File: src/rtl/hamming_enc_seq.sv
// rtl/hamming_enc_seq.sv - SECDED(16,11) Hamming encode sequencer driving a shared 8-bit ALU
// Computes p1/p2/p4/p8, packs LSW/MSW, then folds in the overall parity p0.
module hamming_enc_seq (
  input  logic        clk,
  input  logic        reset,
  input  logic        start,
  input  logic [10:0] data_in,
  output logic        busy,
  output logic        done,
  output logic [15:0] enc_out,
  output logic        alu_req,
  input  logic        alu_gnt,
  output logic [3:0]  alu_op,
  output logic [7:0]  alu_ina,
  output logic [7:0]  alu_inb,
  output logic        alu_sc_in,
  input  logic [7:0]  alu_rslt
);

  localparam logic [3:0] OP_P0  = 4'b1000;
  localparam logic [3:0] OP_P1  = 4'b1001;
  localparam logic [3:0] OP_P2  = 4'b1010;
  localparam logic [3:0] OP_P4  = 4'b1011;
  localparam logic [3:0] OP_P8  = 4'b1100;
  localparam logic [3:0] OP_PKL = 4'b1101;
  localparam logic [3:0] OP_PKM = 4'b1110;

  localparam logic [2:0] IDLE  = 3'd0;
  localparam logic [2:0] S_P1  = 3'd1;
  localparam logic [2:0] S_P2  = 3'd2;
  localparam logic [2:0] S_P4  = 3'd3;
  localparam logic [2:0] S_P8  = 3'd4;
  localparam logic [2:0] S_PKL = 3'd5;
  localparam logic [2:0] S_PKM = 3'd6;
  localparam logic [2:0] S_P0  = 3'd7;

  logic [2:0]  r_state;
  logic [10:0] r_data;
  logic        r_p1;
  logic        r_p2;
  logic        r_p4;
  logic        r_p8;
  logic [7:0]  r_lsw;
  logic [7:0]  r_msw;
  logic [15:0] r_enc;
  logic        r_done;

  logic [7:0]  w_d_lo;
  logic [7:0]  w_d_hi;
  logic        w_fire;

  assign w_d_lo    = r_data[7:0];
  assign w_d_hi    = {5'b0, r_data[10:8]};
  assign w_fire    = alu_req & alu_gnt;

  assign busy      = (r_state != IDLE);
  assign alu_req   = (r_state != IDLE);
  assign done      = r_done;
  assign enc_out   = r_enc;
  assign alu_sc_in = 1'b0;

  // Operands are a pure function of state and latched data, so they stay stable across stalls.
  always_comb begin
    alu_op  = 4'b0000;
    alu_ina = 8'h00;
    alu_inb = 8'h00;
    case (r_state)
      S_P1: begin
        alu_op  = OP_P1;
        alu_ina = w_d_lo;
        alu_inb = w_d_hi;
      end
      S_P2: begin
        alu_op  = OP_P2;
        alu_ina = w_d_lo;
        alu_inb = w_d_hi;
      end
      S_P4: begin
        alu_op  = OP_P4;
        alu_ina = w_d_lo;
        alu_inb = w_d_hi;
      end
      S_P8: begin
        alu_op  = OP_P8;
        alu_ina = w_d_lo;
        alu_inb = w_d_hi;
      end
      S_PKL: begin
        alu_op  = OP_PKL;
        alu_ina = w_d_lo;
        alu_inb = 8'h00;
      end
      S_PKM: begin
        alu_op  = OP_PKM;
        alu_ina = w_d_lo;
        alu_inb = w_d_hi;
      end
      S_P0: begin
        alu_op  = OP_P0;
        alu_ina = r_lsw;
        alu_inb = r_msw;
      end
      default: begin
        alu_op  = 4'b0000;
        alu_ina = 8'h00;
        alu_inb = 8'h00;
      end
    endcase
  end

  always_ff @(posedge clk or posedge reset) begin
    if (reset) begin
      r_state <= IDLE;
      r_data  <= 11'h000;
      r_p1    <= 1'b0;
      r_p2    <= 1'b0;
      r_p4    <= 1'b0;
      r_p8    <= 1'b0;
      r_lsw   <= 8'h00;
      r_msw   <= 8'h00;
      r_enc   <= 16'h0000;
      r_done  <= 1'b0;
    end else begin
      r_done <= 1'b0;
      case (r_state)
        IDLE: begin
          if (start) begin
            r_data  <= data_in;
            r_state <= S_P1;
          end
        end
        S_P1: begin
          if (w_fire) begin
            r_p1    <= alu_rslt[0];
            r_state <= S_P2;
          end
        end
        S_P2: begin
          if (w_fire) begin
            r_p2    <= alu_rslt[0];
            r_state <= S_P4;
          end
        end
        S_P4: begin
          if (w_fire) begin
            r_p4    <= alu_rslt[0];
            r_state <= S_P8;
          end
        end
        S_P8: begin
          if (w_fire) begin
            r_p8    <= alu_rslt[0];
            r_state <= S_PKL;
          end
        end
        S_PKL: begin
          // Bit 0 is left clear so the final ALU parity pass sees only the other 15 bits.
          if (w_fire) begin
            r_lsw   <= {alu_rslt[7:5], r_p4, alu_rslt[3], r_p2, r_p1, 1'b0};
            r_state <= S_PKM;
          end
        end
        S_PKM: begin
          if (w_fire) begin
            r_msw   <= {alu_rslt[7:1], r_p8};
            r_state <= S_P0;
          end
        end
        S_P0: begin
          if (w_fire) begin
            r_enc   <= {r_msw, r_lsw[7:1], alu_rslt[0]};
            r_done  <= 1'b1;
            r_state <= IDLE;
          end
        end
        default: r_state <= IDLE;
      endcase
    end
  end

endmodule

File: config.mk
export PLATFORM = sky130hd
export DESIGN_NAME = hamming_enc_seq
export DESIGN_NICKNAME = d
export VERILOG_FILES = /design/src/rtl/hamming_enc_seq.sv
export SDC_FILE = /design/constraint.sdc
export NUM_CORES = 1
export LEC_CHECK = 0
export ABC_AREA = 0
export CAP_MARGIN = 10
export CORE_MARGIN = 3
export CORE_UTILIZATION = 52
export CTS_CLUSTER_DIAMETER = 100
export DETAILED_ROUTE_END_ITERATION = 10
export HOLD_SLACK_MARGIN = 0.05
export PLACE_DENSITY = 0.88
export SYNTH_ARGS = -nofsm -noshare
export SYNTH_HDL_FRONTEND = slang
export SYNTH_SLANG_ARGS = --single-unit
File: constraint.sdc
create_clock -name clk -period 3.4 [get_ports clk]
set_input_delay 1.02 -clock clk [delete_from_list [all_inputs] [get_ports clk]]
set_output_delay 1.02 -clock clk [all_outputs]
set_load 0.01 [all_outputs]
# Word-level counts from Yosys, hierarchy flattened

Index checks and enable logic that the tools add are counted.

Reductions and logical operators: 13
Equality and inequality tests: 15
Bitwise gates (word level): 1
Muxes and demuxes: 14

Operator list:

| cell                 | count |
|---|---|
| $pmux W8 S2          | 2 |
| $pmux W4 S7          | 1 |
| $mux W3              | 8 |
| $pmux W3 S8          | 1 |
| $ne A2 B2 Y1 const B | 8 |
| $reduce_and A2 Y1    | 8 |
| $eq A3 B3 Y1 const B | 4 |
| $reduce_and A8 Y1    | 1 |
| $eq A3 B2 Y1 const B | 2 |
| $reduce_or A6 Y1     | 1 |
| $reduce_or A5 Y1     | 1 |
| $eq A3 B1 Y1 const B | 1 |
| $logic_not A3 Y1     | 1 |
| $reduce_bool A3 Y1   | 1 |
| $mux W1              | 2 |
| $and A1 B1 Y1        | 1 |

Output and inout port bits: 40
Logic and storage cells: 53
Bits of input ports: 23
Bits in registers: 50

# Logic depth before layout (Yosys ltp)

Depth after elaboration: 4
Depth in mapped cells: 5
Mapped depth without buffers: 3

# Least setup slack after synthesis

OpenSTA, ideal clock, no wires.

Path type: register -> output
From: register r_state[1]
To: output alu_ina[1]
Path slack: 1.174 ns
Required time: 2.380 ns
Arrival time: 1.206 ns
Cell stages (with the launch flop): 5
Path buffers: 1
Cells stage by stage: dfrtp_1 -> or2_2 -> clkbuf_1 -> a21o_1 -> o221a_2

Cells in the longest elaborated chain, start to end: 3
Elaborated cells on any way between the ends: 9
Classes of those cells: eq/ne: 7; mux: 1; reduce/logical: 1

RTL lines:

| item                                       | line | text |
|---|---|---|
| start: declaration                         | 37   | `logic [2:0] r_state;` |
| start signal: assignment                   | 113  | `r_state <= IDLE;` |
| start signal: assignment                   | 129  | `r_state <= S_P1;` |
| start signal: assignment                   | 135  | `r_state <= S_P2;` |
| $eq A3 B3 Y1, or another cell as far along | 67   | `case (r_state)` |
| $reduce_or A6 Y1 (no source line)          | --   |  |
| $pmux W8 S2 (*)                            | 67   |  |
| end: declaration                           | 14   | `output logic [7:0] alu_ina,` |

Mark *: on every way between the ends. The rest lies on a longest branch, timed or not.

# Final worst setup path

From: register r_state[1]
To: output alu_ina[6]

The elaborated chain is that of the path after synthesis.

==> flow_summary.json <==
{
  "fin_crit_ns": 3.26,
  "synth_fa_ha_area_share_pct": 0,
  "antenna_cells": 0,
  "hpwl_um": 3680,
  "seq_area_frac_synth_pct": 53.6,
  "pwr-share-clk_pct": 13.3,
  "drt_wl_total_um": 5020,
  "dr_total_vias": 1552,
  "synth_edf_count": 0,
  "yosys_most_used_dff": "dfrtp_1",
  "multi_input_area_um2": 983,
  "switching_power_uw": 1010,
  "numPortBuffers": 61,
  "p_seq_share_pct": 37.0,
  "status": "complete, no violations",
  "ir_drop_uv": 541,
  "cp_slowest_cell": "dfrtp_1",
  "grt_pass1_wl_um": 8590,
  "antenna_found_initial": 0,
  "yosysTopAreaCellShare_pct": 53.6,
  "drtIter0Drc": 101,
  "clock.fmax_ghz": 0.306,
  "yosysWarnings": 0,
  "nNetsFinal": 252,
  "cp_num_buf_inv": 1,
  "muxShareOfSynthArea_pct": 24.3,
  "worstSetupStartpointType": "flip-flop",
  "min_path_cells": 1,
  "avgSynthCellArea_um2": 14.0,
  "pre_cts_slack_ns": 0.379,
  "clockBufferDepth": 2,
  "fin_ws_ns": 0.135,
  "cts_setup_buffers": 0,
  "grt_setup_unrepaired": "no",
  "synth_top_family_by_area": "multiplexers",
  "cellPowerDensity_nw_per_um2": 993,
  "netlist_area_um2": 2330,
  "swShare_pct": 32.9,
  "finalMaxSlewViolations": 0,
  "tightest_slew_ns": 0.632,
  "clk_pin_slew_ns": 0.08,
  "synth_compound_area_share_pct": 7.35,
  "cp_cell_sequence": "and2_2 -> nand2_1 -> o221a_2 -> clkdlybuf4s50_1",
  "first_pass_iters": 4,
  "wl_per_cell_um": 17.9,
  "min_from": "enc_out[4]",
  "holdBufCountCts": 0,
  "die_w_um": 73.0,
  "intPower_uw": 2050,
  "die_h_um": 73.0,
  "ioPinCount": 63,
  "die-area_um2": 5320,
  "seqCellArea_um2": 1250,
  "synthSimpleGateAreaFrac_pct": 9.55,
  "setup_viol": 0,
  "cp_max_fo": 14,
  "overflow": 0,
  "post_cts_resized": 0,
  "yosysMostFrequentCell": "dfrtp_1",
  "cts_buffers": 5,
  "hold_path.class": "flip-flop to flip-flop",
  "crit_required_ns": 2.38,
  "skew_ns": 0.00555,
  "critPathKind": "flip-flop to primary output",
  "cpPeakStageDelay_ns": 0.60,
  "synthCells": 167,
  "relSlewSlack_pct": 57.8,
  "area_delta_synth_final_pct": 32.1,
  "drive_gt1_share_pct": 33.5,
  "synth.ff_latch_count": 50,
  "drtAntennaViolNets": 0,
  "r2r_setup_slack_ns": 1.44,
  "ys_types": 30,
  "r2r_end": "r_data[10]",
  "min_period_over_period_pct": 96.0,
  "grt_usage_pct": 21.0,
  "tns_ns": 0,
  "cts_tree": "done",
  "finish.instance_area_um2": 3080,
  "routabilityCongestion": 0.774,
  "fillers": 287,
  "cts-root-buf": "clkbuf_8",
  "critical_path.top_delay_family": "flip-flops",
  "worst-r2r-cell-count": 3,
  "timing.rr.start": "r_state[0]",
  "maxCapViolations": 0,
  "synth_top_cell_by_area": "dfrtp_1",
  "syn_nets": 190,
  "place_area_um2": 2970,
  "core_um2": 4170,
  "cp-end-kind": "primary output",
  "viasPerCell": 5.54,
  "initial_core_util_pct": 55.9,
  "synthTopCellsByCount": "50 x dfrtp_1, 37 x mux2_2, 10 x mux2_4, 7 x a21o_1, 7 x o221a_2",
  "power.share.combinational_pct": 49.6,
  "clk_latency_ns": 0.30,
  "ys_async_sr_fraction_pct": 100,
  "rows": 23,
  "grt_pass1_vias": 1760,
  "synth_area_leaders": "dfrtp_1 54%, mux2_2 18%, mux2_4 6.4%",
  "yosys.area_share.xor_xnor_pct": 0.751,
  "holdPathEnd": "enc_out[4]",
  "hold_violations": 0,
  "arrival_ns": 2.24,
  "leakagePower_uw": 0.00138,
  "grt_max_degree": 21,
  "cts_max_level": 2,
  "route.detailed.drc": 0,
  "cts_sinks": 50
}
[cells in the final DEF, fill, tap and decap left out, types with 5 or more instances in the layout]
cell type and instances:
clkdlybuf4s50_1 61, dfrtp_1 50, mux2_2 37, mux2_4 10, a21o_1 7, o221a_2 7
buf_4 7, nand2_1 6, and3_1 6, clkbuf_8 5
[power by group through the flow]
stage / sequential, uW / combinational [uW] / clock (uW)
4_1_cts: 1130 / 1540 / 411
3_3_place_gp: 1120 / 1480 / 0
6_report: 1130 / 1520 / 408
2_1_floorplan: 1090 / 882 / 0
5_1_grt: 1180 / 1630 / 434
3_5_place_dp: 1140 / 1520 / 0
[worst reg2reg max path: stages (launching register included)]
cell	delay, ns
dfrtp_1	0.57
or3_4	0.50
nor2_4	0.38
mux2_2	0.39
[routing by layer]
layer	global-route usage, %	vias to the layer above	routed length, um
met3	4.13	9	204
li1	-	723	-
met1	27.8	774	2220
met5	0	-	0
met2	35.2	46	2510
met4	6.35	0	83
[cells by family after synthesis]
| logic type | count (synthesis) |
|---|---|
| and+or+nand+nor | 32 |
| muxes | 47 |
| AOI/OAI and AO/OA | 19 |
| DFF | 50 |
| xor gates and xnor gates | 2 |
| buffers and inverters | 16 |
| other | 1 |
[flip-flops by register name, summed over array words and instances (netlist names)]
register	flops
r_p1	1
r_msw	8
r_p2	1
r_data	11
enc_out	16
done	1
r_lsw	7
r_p4	1
r_p8	1
r_state	3
[worst max path at each step]
stage | cells after the start | to | startpoint
after floorplan | 4 | alu_ina[1] | r_state[1]
after global placement | 4 | alu_ina[1] | r_state[1]
after detailed placement | 4 | alu_ina[6] | r_state[1]
after CTS | 4 | alu_ina[6] | r_state[1]
after global routing | 4 | alu_ina[7] | r_state[1]
final | 4 | alu_ina[6] | r_state[1]
[cell type report]
class | instances | share of cell area [%]
flip-flops and latches | 50 | 40.6
inverters | 3 | 0.366
multi-input cells | 101 | 31.9
clock inverters | 3 | 1.30
well taps | 50 | 2.03
clock buffers | 5 | 2.23
repair buffers | 68 | 21.5
[metrics by stage]
step | power (uW) | utilization [%] | std cells | hold WS [ns]
2_1_floorplan | 1970 | - | 167 | 0.473
3_3_place_gp | 2600 | 71.2 | 272 | 0.486
3_5_place_dp | 2660 | 71.2 | 272 | 0.495
4_1_cts | 3080 | 73.8 | 280 | 0.514
5_1_grt | 3250 | 73.8 | 280 | 0.537
6_report | 3060 | 73.8 | 280 | 0.508
Note: power is estimated with default switching activity, not from simulation.
